`src/rtl/player_shot_controller.sv`:
```
`default_nettype none
// ============================================================================
// Module      : player_shot_controller
// Description : Owns up to four player projectiles. Spawns a shot on each
//               fire press (subject to a cooldown), moves live shots upward
//               once per game step, hit-tests them against the boss box and
//               emits one separated single-clock bossHit pulse per hit.
// Ports       : clk_master/rst         - clock, synchronous active-high reset
//               pulse_cycleStep        - one-clock game-step strobe
//               fire                   - debounced fire button level
//               playerLocX/Y           - player top-left position
//               bossLocX/Y, bossWidth/Height - boss bounding box
//               shot1..4 X/Y           - shot top-left, 0 when inactive
//               shotW/shotH            - constant shot size
//               shotActive             - bit i-1 set when shot i is live
//               bossHit                - one-clock pulse per registered hit
// Revision    : 1.0 - initial release
// ============================================================================
module player_shot_controller #(
  parameter int SHOT_W     = 4,
  parameter int SHOT_H     = 8,
  parameter int SHOT_SPEED = 4,
  parameter int PLAYER_W   = 32,
  parameter int COOLDOWN   = 3,
  parameter int SCREEN_W   = 640
) (
  input  logic       clk_master,
  input  logic       rst,
  input  logic       pulse_cycleStep,
  input  logic       fire,
  input  logic [9:0] playerLocX,
  input  logic [8:0] playerLocY,
  input  logic [9:0] bossLocX,
  input  logic [8:0] bossLocY,
  input  logic [9:0] bossWidth,
  input  logic [8:0] bossHeight,
  output logic [9:0] shot1X,
  output logic [8:0] shot1Y,
  output logic [9:0] shot2X,
  output logic [8:0] shot2Y,
  output logic [9:0] shot3X,
  output logic [8:0] shot3Y,
  output logic [9:0] shot4X,
  output logic [8:0] shot4Y,
  output logic [9:0] shotW,
  output logic [8:0] shotH,
  output logic [3:0] shotActive,
  output logic       bossHit
);

  localparam int             CD_W        = (COOLDOWN < 2) ? 1 : $clog2(COOLDOWN + 1);
  localparam logic [CD_W-1:0] C_CD_LOAD  = CD_W'(COOLDOWN);
  localparam logic [10:0]    C_X_OFFS    = 11'(PLAYER_W / 2 - SHOT_W / 2);
  localparam logic [10:0]    C_X_MAX     = 11'(SCREEN_W - SHOT_W);
  localparam logic [8:0]     C_SHOT_H    = 9'(SHOT_H);
  localparam logic [8:0]     C_SPEED     = 9'(SHOT_SPEED);
  localparam logic [10:0]    C_SHOT_W11  = 11'(SHOT_W);
  localparam logic [10:0]    C_SHOT_H11  = 11'(SHOT_H);

  typedef enum logic [1:0] {
    PH_IDLE  = 2'd0,
    PH_MOVE  = 2'd1,
    PH_CHECK = 2'd2
  } phase_e;

  phase_e          phase_q, phase_d;
  logic [9:0]      x_q [4];
  logic [9:0]      x_d [4];
  logic [8:0]      y_q [4];
  logic [8:0]      y_d [4];
  logic [3:0]      act_q, act_d;
  logic            fire_q;
  logic [CD_W-1:0] cd_q, cd_d;
  logic [2:0]      pend_q, pend_d;
  logic            hit_q, hit_d;

  logic            w_fire_rise;
  logic            w_spawn;
  logic            w_found;
  logic [10:0]     w_spawn_x11;
  logic [9:0]      w_spawn_x;
  logic [8:0]      w_spawn_y;
  logic [3:0]      w_overlap;
  logic [2:0]      w_add;
  logic [3:0]      w_pend_sum;

  assign w_fire_rise = fire & ~fire_q;
  assign w_spawn     = w_fire_rise && (cd_q == '0) && (act_q != 4'b1111);

  // Spawn centred on the player, clamped so the shot stays on screen.
  assign w_spawn_x11 = {1'b0, playerLocX} + C_X_OFFS;
  assign w_spawn_x   = (w_spawn_x11 > C_X_MAX) ? C_X_MAX[9:0] : w_spawn_x11[9:0];
  assign w_spawn_y   = (playerLocY < C_SHOT_H) ? 9'd0 : (playerLocY - C_SHOT_H);

  // Box overlap on the registered (already moved) positions, 11-bit compares.
  always_comb begin
    w_overlap = '0;
    for (int i = 0; i < 4; i++) begin
      w_overlap[i] = ({1'b0, x_q[i]} < ({1'b0, bossLocX} + {1'b0, bossWidth}))
                  && (({1'b0, x_q[i]} + C_SHOT_W11) > {1'b0, bossLocX})
                  && ({2'b0, y_q[i]} < ({2'b0, bossLocY} + {2'b0, bossHeight}))
                  && (({2'b0, y_q[i]} + C_SHOT_H11) > {2'b0, bossLocY});
    end
  end

  // Phase state register
  always_ff @(posedge clk_master) begin
    if (rst) begin
      phase_q <= PH_IDLE;
    end else begin
      phase_q <= phase_d;
    end
  end

  // Phase next-state: steps arriving outside IDLE are ignored.
  always_comb begin
    phase_d = phase_q;
    case (phase_q)
      PH_IDLE:  if (pulse_cycleStep) phase_d = PH_MOVE;
      PH_MOVE:  phase_d = PH_CHECK;
      PH_CHECK: phase_d = PH_IDLE;
      default:  phase_d = PH_IDLE;
    endcase
  end

  // Shot slots, cooldown and pending-hit bookkeeping.
  always_comb begin
    act_d   = act_q;
    w_add   = '0;
    w_found = 1'b0;
    for (int i = 0; i < 4; i++) begin
      x_d[i] = x_q[i];
      y_d[i] = y_q[i];
    end

    if (phase_q == PH_MOVE) begin
      for (int i = 0; i < 4; i++) begin
        if (act_q[i]) begin
          if (y_q[i] >= C_SPEED) begin
            y_d[i] = y_q[i] - C_SPEED;
          end else begin
            act_d[i] = 1'b0;
            x_d[i]   = '0;
            y_d[i]   = '0;
          end
        end
      end
    end

    if (phase_q == PH_CHECK) begin
      for (int i = 0; i < 4; i++) begin
        if (act_q[i] && w_overlap[i]) begin
          act_d[i] = 1'b0;
          x_d[i]   = '0;
          y_d[i]   = '0;
          w_add    = w_add + 3'd1;
        end
      end
    end

    // The spawn slot is free in act_q, so the move/check above never touched
    // it: a shot spawned during MOVE or CHECK sits out that step.
    if (w_spawn) begin
      for (int i = 0; i < 4; i++) begin
        if (!act_q[i] && !w_found) begin
          w_found  = 1'b1;
          act_d[i] = 1'b1;
          x_d[i]   = w_spawn_x;
          y_d[i]   = w_spawn_y;
        end
      end
    end

    cd_d = cd_q;
    if (w_spawn) begin
      cd_d = C_CD_LOAD;
    end else if (pulse_cycleStep && (cd_q != '0)) begin
      cd_d = cd_q - 1'b1;
    end

    // A pulse is only launched after a low clock, giving separated pulses.
    hit_d      = (pend_q != 3'd0) && !hit_q;
    w_pend_sum = {1'b0, pend_q} + {1'b0, w_add} - {3'b0, hit_d};
    pend_d     = (w_pend_sum > 4'd7) ? 3'd7 : w_pend_sum[2:0];
  end

  always_ff @(posedge clk_master) begin
    if (rst) begin
      act_q  <= '0;
      fire_q <= 1'b0;
      cd_q   <= '0;
      pend_q <= '0;
      hit_q  <= 1'b0;
      for (int i = 0; i < 4; i++) begin
        x_q[i] <= '0;
        y_q[i] <= '0;
      end
    end else begin
      act_q  <= act_d;
      fire_q <= fire;
      cd_q   <= cd_d;
      pend_q <= pend_d;
      hit_q  <= hit_d;
      for (int i = 0; i < 4; i++) begin
        x_q[i] <= x_d[i];
        y_q[i] <= y_d[i];
      end
    end
  end

  assign shot1X     = x_q[0];
  assign shot1Y     = y_q[0];
  assign shot2X     = x_q[1];
  assign shot2Y     = y_q[1];
  assign shot3X     = x_q[2];
  assign shot3Y     = y_q[2];
  assign shot4X     = x_q[3];
  assign shot4Y     = y_q[3];
  assign shotW      = 10'(SHOT_W);
  assign shotH      = 9'(SHOT_H);
  assign shotActive = act_q;
  assign bossHit    = hit_q;

endmodule
`default_nettype wire
```
`config.mk`:
```
export PLATFORM = sky130hd
export DESIGN_NAME = player_shot_controller
export DESIGN_NICKNAME = d
export VERILOG_FILES = /design/src/rtl/player_shot_controller.sv
export SDC_FILE = /design/constraint.sdc
export NUM_CORES = 1
export LEC_CHECK = 0
export BUFFER_PORTS_ARGS = -buffer_cell sky130_fd_sc_hd__buf_4
export CAP_MARGIN = 20
export CORE_ASPECT_RATIO = 0.6
export CORE_UTILIZATION = 40
export DETAILED_ROUTE_END_ITERATION = 8
export PLACE_DENSITY_LB_ADDON = 0.1
export SYNTH_ARGS = -nofsm -noshare
export SYNTH_HDL_FRONTEND = slang
export SYNTH_SLANG_ARGS = --single-unit
```
`constraint.sdc`:
```
create_clock -name clk_master -period 8.3 [get_ports clk_master]
set_clock_uncertainty 0.1 [all_clocks]
set_input_delay 1.66 -clock clk_master [delete_from_list [all_inputs] [get_ports clk_master]]
set_output_delay 1.66 -clock clk_master [all_outputs]
set_load 0.02 [all_outputs]
```
Yosys cells after proc, flatten, opt, wreduce, memory -nomap -nowiden

Memories as Yosys holds them, arrays and structs flattened.
Cells that the tools add are included.

Register bits: 13
Bits in latches: 0
Memory bits (writable): 76
Memory bits (read-only): 0
Input bits: 61
Output and inout bits: 100
Logic and storage cells: 191
Memories kept: 2

Memories:

| memory | depth | bits a word | read ports | clocked after Yosys merged registers in | wr ports | RTL line | text |
|---|---|---|---|---|---|---|---|
| x_q    | 4     | 10          | 4          | 0                                       | 4        | 67       | `logic [9:0] x_q [4];` |
| y_q    | 4     | 9           | 4          | 0                                       | 4        | 69       | `logic [8:0] y_q [4];` |

Add/subtract/negate cells: 22
Multiply operators: 0
Div/mod/pow operators: 0
Magnitude comparators: 23
Equal/unequal tests: 4
Shift operators: 0
Muxes and demuxes: 89
Bitwise logic cells: 10
Reductions and logical operators: 35

Operators with widths:

| cell                                                                                 | number |
|---|---|
| 10-bit two-way mux                                                                   | 21 |
| 9-bit two-way mux                                                                    | 21 |
| 40-bit two-way mux                                                                   | 3 |
| 36-bit two-way mux                                                                   | 3 |
| 10-bit by 3-bit adder with 11-bit output (second input constant)                     | 4 |
| 11-bit by 10-bit > comparator with 1-bit output                                      | 4 |
| 10-bit by 11-bit < comparator with 1-bit output                                      | 4 |
| 9-bit by 4-bit adder with 10-bit output (second input constant)                      | 4 |
| 10-bit by 9-bit > comparator with 1-bit output                                       | 4 |
| 9-bit by 3-bit greater-or-equal comparator with 1-bit output (second input constant) | 4 |
| 9-bit by 3-bit subtractor with 9-bit output (second input constant)                  | 4 |
| 9-bit by 11-bit < comparator with 1-bit output                                       | 3 |
| 1-bit two-way mux                                                                    | 26 |
| 3-bit two-way mux                                                                    | 8 |
| 1-bit logical AND                                                                    | 23 |
| 4-bit two-way mux                                                                    | 3 |
| 10-bit by 10-bit adder with 11-bit output                                            | 1 |
| 10-bit by 4-bit adder with 11-bit output (second input constant)                     | 1 |
| 11-bit by 10-bit > comparator with 1-bit output (second input constant)              | 1 |
| 9-bit by 9-bit adder with 10-bit output                                              | 1 |
| 9-bit by 10-bit < comparator with 1-bit output                                       | 1 |
| 3-bit by 1-bit adder with 3-bit output (second input constant)                       | 3 |
| 9-bit by 4-bit < comparator with 1-bit output (second input constant)                | 1 |
| 9-bit by 4-bit subtractor with 9-bit output (second input constant)                  | 1 |
| 17 further kinds                                                                     | 34 |

Logic depth before layout (Yosys ltp)

An unclocked memory read counts as a cell.

Depth after elaboration: 22
Gate-level depth with buffers: 31

Least setup slack after synthesis

No wires, ideal clock.

Path kind: input to register
From: in bossLocY[0]
To: reg pend_q[2]
Arrival: 6473 ps
Slack: 1662 ps
Cell stages on the path: 30
Path buffers: 0
Cells stage by stage: ha_1 -> inv_1 -> fa_1 -> nor2b_1 -> o21ai_0 -> a21oi_1 -> o21ai_0 -> nand2b_1 -> a21o_1 -> a21oi_1 -> xor2_1 -> ha_1 -> o21ai_0 -> a21oi_1 -> o21a_1 -> a211o_1 -> nor3_1 -> ha_1 -> xnor2_1 -> ha_1 -> and3_1 -> a31oi_1 -> ha_1 -> inv_1 -> ha_1 -> a21o_1 -> a21oi_1 -> xnor2_1 -> nor2_1 -> nor2_1

Cells in the longest elaborated chain, start to end: 20
Elaborated cells between the ends (all ways): 36
Classes of those cells: 6 x add/sub; 9 x order compare; 9 x mux; 12 x reduce/logical

Ends and longest elaborated chain:

| item                                           | RTL line | text |
|---|---|---|
| start: declaration                             | 34       | `input logic [8:0] bossLocY,` |
| 9-bit by 9-bit adder with 10-bit output        | 101      | `&& ({2'b0, y_q[i]} < ({2'b0, bossLocY} + {2'b0, bossHeight}))` |
| 9-bit by 11-bit < comparator with 1-bit output | 101      |  |
| 1-bit logical AND                              | 101      |  |
| 1-bit logical AND                              | 102      | `&& (({2'b0, y_q[i]} + C_SHOT_H11) > {2'b0, bossLocY});` |
| 1-bit logical AND                              | 152      | `if (act_q[i] && w_overlap[i]) begin` |
| 1-bit two-way mux                              | 152      |  |
| 3-bit two-way mux                              | 150      | `if (phase_q == PH_CHECK) begin` |
| 3-bit by 1-bit adder with 3-bit output         | 156      | `w_add = w_add + 3'd1;` |
| [... 4 more ...]                               | --       |  |
| 3-bit two-way mux                              | 150      |  |
| 3-bit by 1-bit adder with 3-bit output         | 156      |  |
| 3-bit two-way mux *                            | 152      |  |
| 3-bit two-way mux *                            | 150      |  |
| 3-bit by 3-bit adder with 4-bit output *       | 183      | `w_pend_sum = {1'b0, pend_q} + {1'b0, w_add} - {3'b0, hit_d};` |
| 4-bit by 1-bit subtractor with 4-bit output *  | 183      |  |
| 4-bit by 3-bit > comparator with 1-bit output  | 184      | `pend_d = (w_pend_sum > 4'd7) ? 3'd7 : w_pend_sum[2:0];` |
| 3-bit two-way mux *                            | 184      |  |
| end signal: assignment                         | 202      | `pend_q <= pend_d;` |
| end: declaration                               | 74       | `logic [2:0] pend_q, pend_d;` |

Every way passes the cells marked *; elsewhere a longest branch is shown, timed or not. The select of a mux whose other input is x is not followed.
A chain may end at the register's enable or synchronous reset.

Final worst setup path

Ends and elaborated chain as after synthesis.

==> impl_metrics.toml <==
[outcome]
outcome = "completed"

[setup_path]
max_stage_delay_ps = 540
end_kind = "register"
rrSetupSlack_ps = 2830
crit_path_frequent_cell = "ha_1"
cp.required_ps = 8480
cp_max_fo = 5
path_class = "in -> reg"
startpoint_type = "primary input"
worstPathArrival_ps = 7540
cp_slowest_cell = "xor2_1"

[sta]
worst_slew_pin_slew_ps = 1070
fmax_mhz = 136
rsz0062_at_grt = "false"
post-route-period-util_pct = 88.6
hold-worst-slack_ps = 394
finalSetupViolations = 0
min_period_ps = 7360
hold_viol = 0
fin_tns_setup_ps = 0
max_slew_margin_pct = 28.8
drv_slew = 0

[finish]
finish.utilization_pct = 47.7
final_common_cell = "ha_1"
syn2layout_area_growth_pct = 16.8
fin_nets = 1493
design_area_um2 = 11000
final_cell_mix = "187 x ha_1, 146 x buf_4, 89 x dfxtp_1, 72 x inv_1, 70 x nand2_1"
final_layout_size_suffix_gt1_share_pct = 16.0
fin_cells = 1563

[clock_network]
holdBufCountCts = 0
root_buffer = "clkbuf_16"
ctsResizeCount = 0
clk_pin_slew_ps = 70
cts_tree = "yes"
htreeDepth = 3
cts_setup_buffers = 0
numCtsBuffers = 9
cts_buffer_depth = 2
clock-sinks = 89
clkLatencyLatePin_ps = 350

[place]
port_buffers = 141
place_hpwl_mm = 26.4
place_congestion = 0.890
placed_cells = 1544
placed_cell_area_um2 = 10700

[routing]
remaining_drc_errors = 0
num_vias = 8828
first_iter_violations = 546
ant_nets = 0
drt_wl_total_mm = 31.6
routedWlPerCell_um = 20.2
dr.pass1.iters = 7
drt-vias-per-instance = 5.65

[floorplanning]
die_x_um = 200
die_h_um = 121
core-area_um2 = 23100
io_pins = 161
die_area_um2 = 24200
num_rows = 43
initial_utilization_pct = 40.8

[pwr]
peakVddDrop_mv = 0.113
p_leak_nw = 5.25
pwr_density_cell_nw_per_um2 = 150

[synthesis]
ys_warn_count = 0
ys_seq_elements = 89
avgSynthCellArea_um2 = 8.50
netlist_area_um2 = 9420
ys_seq_area_share_pct = 18.9
synth-edff-count = 0
ys_types = 84
synth_ff_type = "dfxtp_1"
async_flop_share_pct = 0
syn_inst = 1108

[global_route]
antenna_found_initial = 1
grt_max_degree = 25
grtUsageTotal_pct = 26.0
gr-total-overflow = 0
grt_pass1_wl_mm = 48.1
grt_pass1_vias = 8089

[hold_path]
min_path_type = "reg -> reg"

[run]
cap_violations = 0
-- worst max-delay path: cells and delay by family --
| family | cells | cell delay [ps] |
|---|---|---|
| xor gates and xnor gates | 2 | 730 |
| and+or+nand+nor | 6 | 710 |
| AOI/OAI and AO/OA | 12 | 2270 |
| adders and majority gates | 7 | 1770 |
| buffers and inverters | 4 | 380 |
-- cell usage after synthesis (all sizes together) (6+ instances only) --
cell	n	area share, %
o2bb2ai	28	2.7
xor2	35	3.3
o31ai	6	0.48
a21oi	59	3.1
and3	15	1.0
a21o	22	1.8
ha	187	25
o21ai	45	2.4
xnor2	48	4.5
dfxtp	89	19
a22o	29	2.8
o22ai	12	0.80
buf	24	1.9
inv	72	2.9
or3	7	0.46
o32ai	7	0.65
a211oi	14	1.1
o21a	11	0.88
nor2b	20	1.3
nand3	53	2.8
nor4	12	0.96
nor3	20	1.1
or2	7	0.46
nand4	20	1.3
o221ai	8	0.81
o211ai	11	0.93
clkbuf	16	1.1
nor2	68	2.8
nand2b	14	0.93
nand2	70	2.8
-- power by group --
part / total (mW) / internal (mW) / leakage (nW) / switching [mW]
clock network: 0.454 / 0.267 / 0.160 / 0.188
registers: 0.530 / 0.464 / 0.722 / 0.0652
logic: 0.667 / 0.273 / 4.37 / 0.394
total: 1.65 / 1.00 / 5.25 / 0.647
-- metal layers --
metal | up-vias | global-route usage [%] | wire length [um]
li1 | 4370 | - | -
met1 | 4154 | 42.6 | 17500
met2 | 292 | 33.4 | 11300
met3 | 12 | 5.96 | 2690
met4 | 0 | 3.27 | 176
met5 | - | 0 | 0
-- logic make-up after synthesis --
kind of cell | count (synthesis) | share of synthesized area, %
AND/OR/NAND/NOR | 332 | 18.1
AO/OA/AOI/OAI | 292 | 22.7
adder cells (fa/ha/maj) | 193 | 25.8
buffers and inverters | 114 | 6.26
flip-flops | 89 | 18.9
XOR/XNOR | 83 | 7.80
multiplexers | 3 | 0.332
other | 2 | 0.0797
-- through the flow --
| step | setup WS (ps) | power [mW] |
|---|---|---|
| 6_report | 943 | 1.65 |
| 3_5_place_dp | 700 | 1.19 |
| 2_1_floorplan | 1660 | 0.972 |
| 4_1_cts | 1020 | 1.65 |
| 5_1_grt | 489 | 1.75 |
| 3_3_place_gp | 800 | 1.18 |
-- worst paths after layout --
path | startpoint | cells after the start | end
max reg2reg | x_q[1][2]$_SDFF_PP0_ | 26 | pend_q[2]$_SDFF_PP0_
max | bossLocY[0] | 31 | pend_q[2]$_SDFF_PP0_
min | phase_q[0]$_SDFFE_PP0P_ | 1 | phase_q[0]$_SDFFE_PP0P_
min reg2reg | phase_q[0]$_SDFFE_PP0P_ | 1 | phase_q[0]$_SDFFE_PP0P_
-- layout make-up --
| cell class | count | area (um^2) |
|---|---|---|
| fill | 2273 | 12100 |
| multi-input combinational | 922 | 7110 |
| sequential | 89 | 1780 |
| timing repair buffer | 148 | 1110 |
| tap | 315 | 394 |
| inverter | 72 | 270 |
| clock buffer | 9 | 225 |
| clock inverter | 7 | 100 |
| antenna | 1 | 2.50 |
-- state kept, by name, indices dropped and copies added, names as in the netlist --
name and cells:
pend_q 3, phase_q 2, cd_q 2, bossHit 1, shotActive 4, fire_q 1
x_q 40, y_q 36
Note: power is estimated with default switching activity, not from simulation.
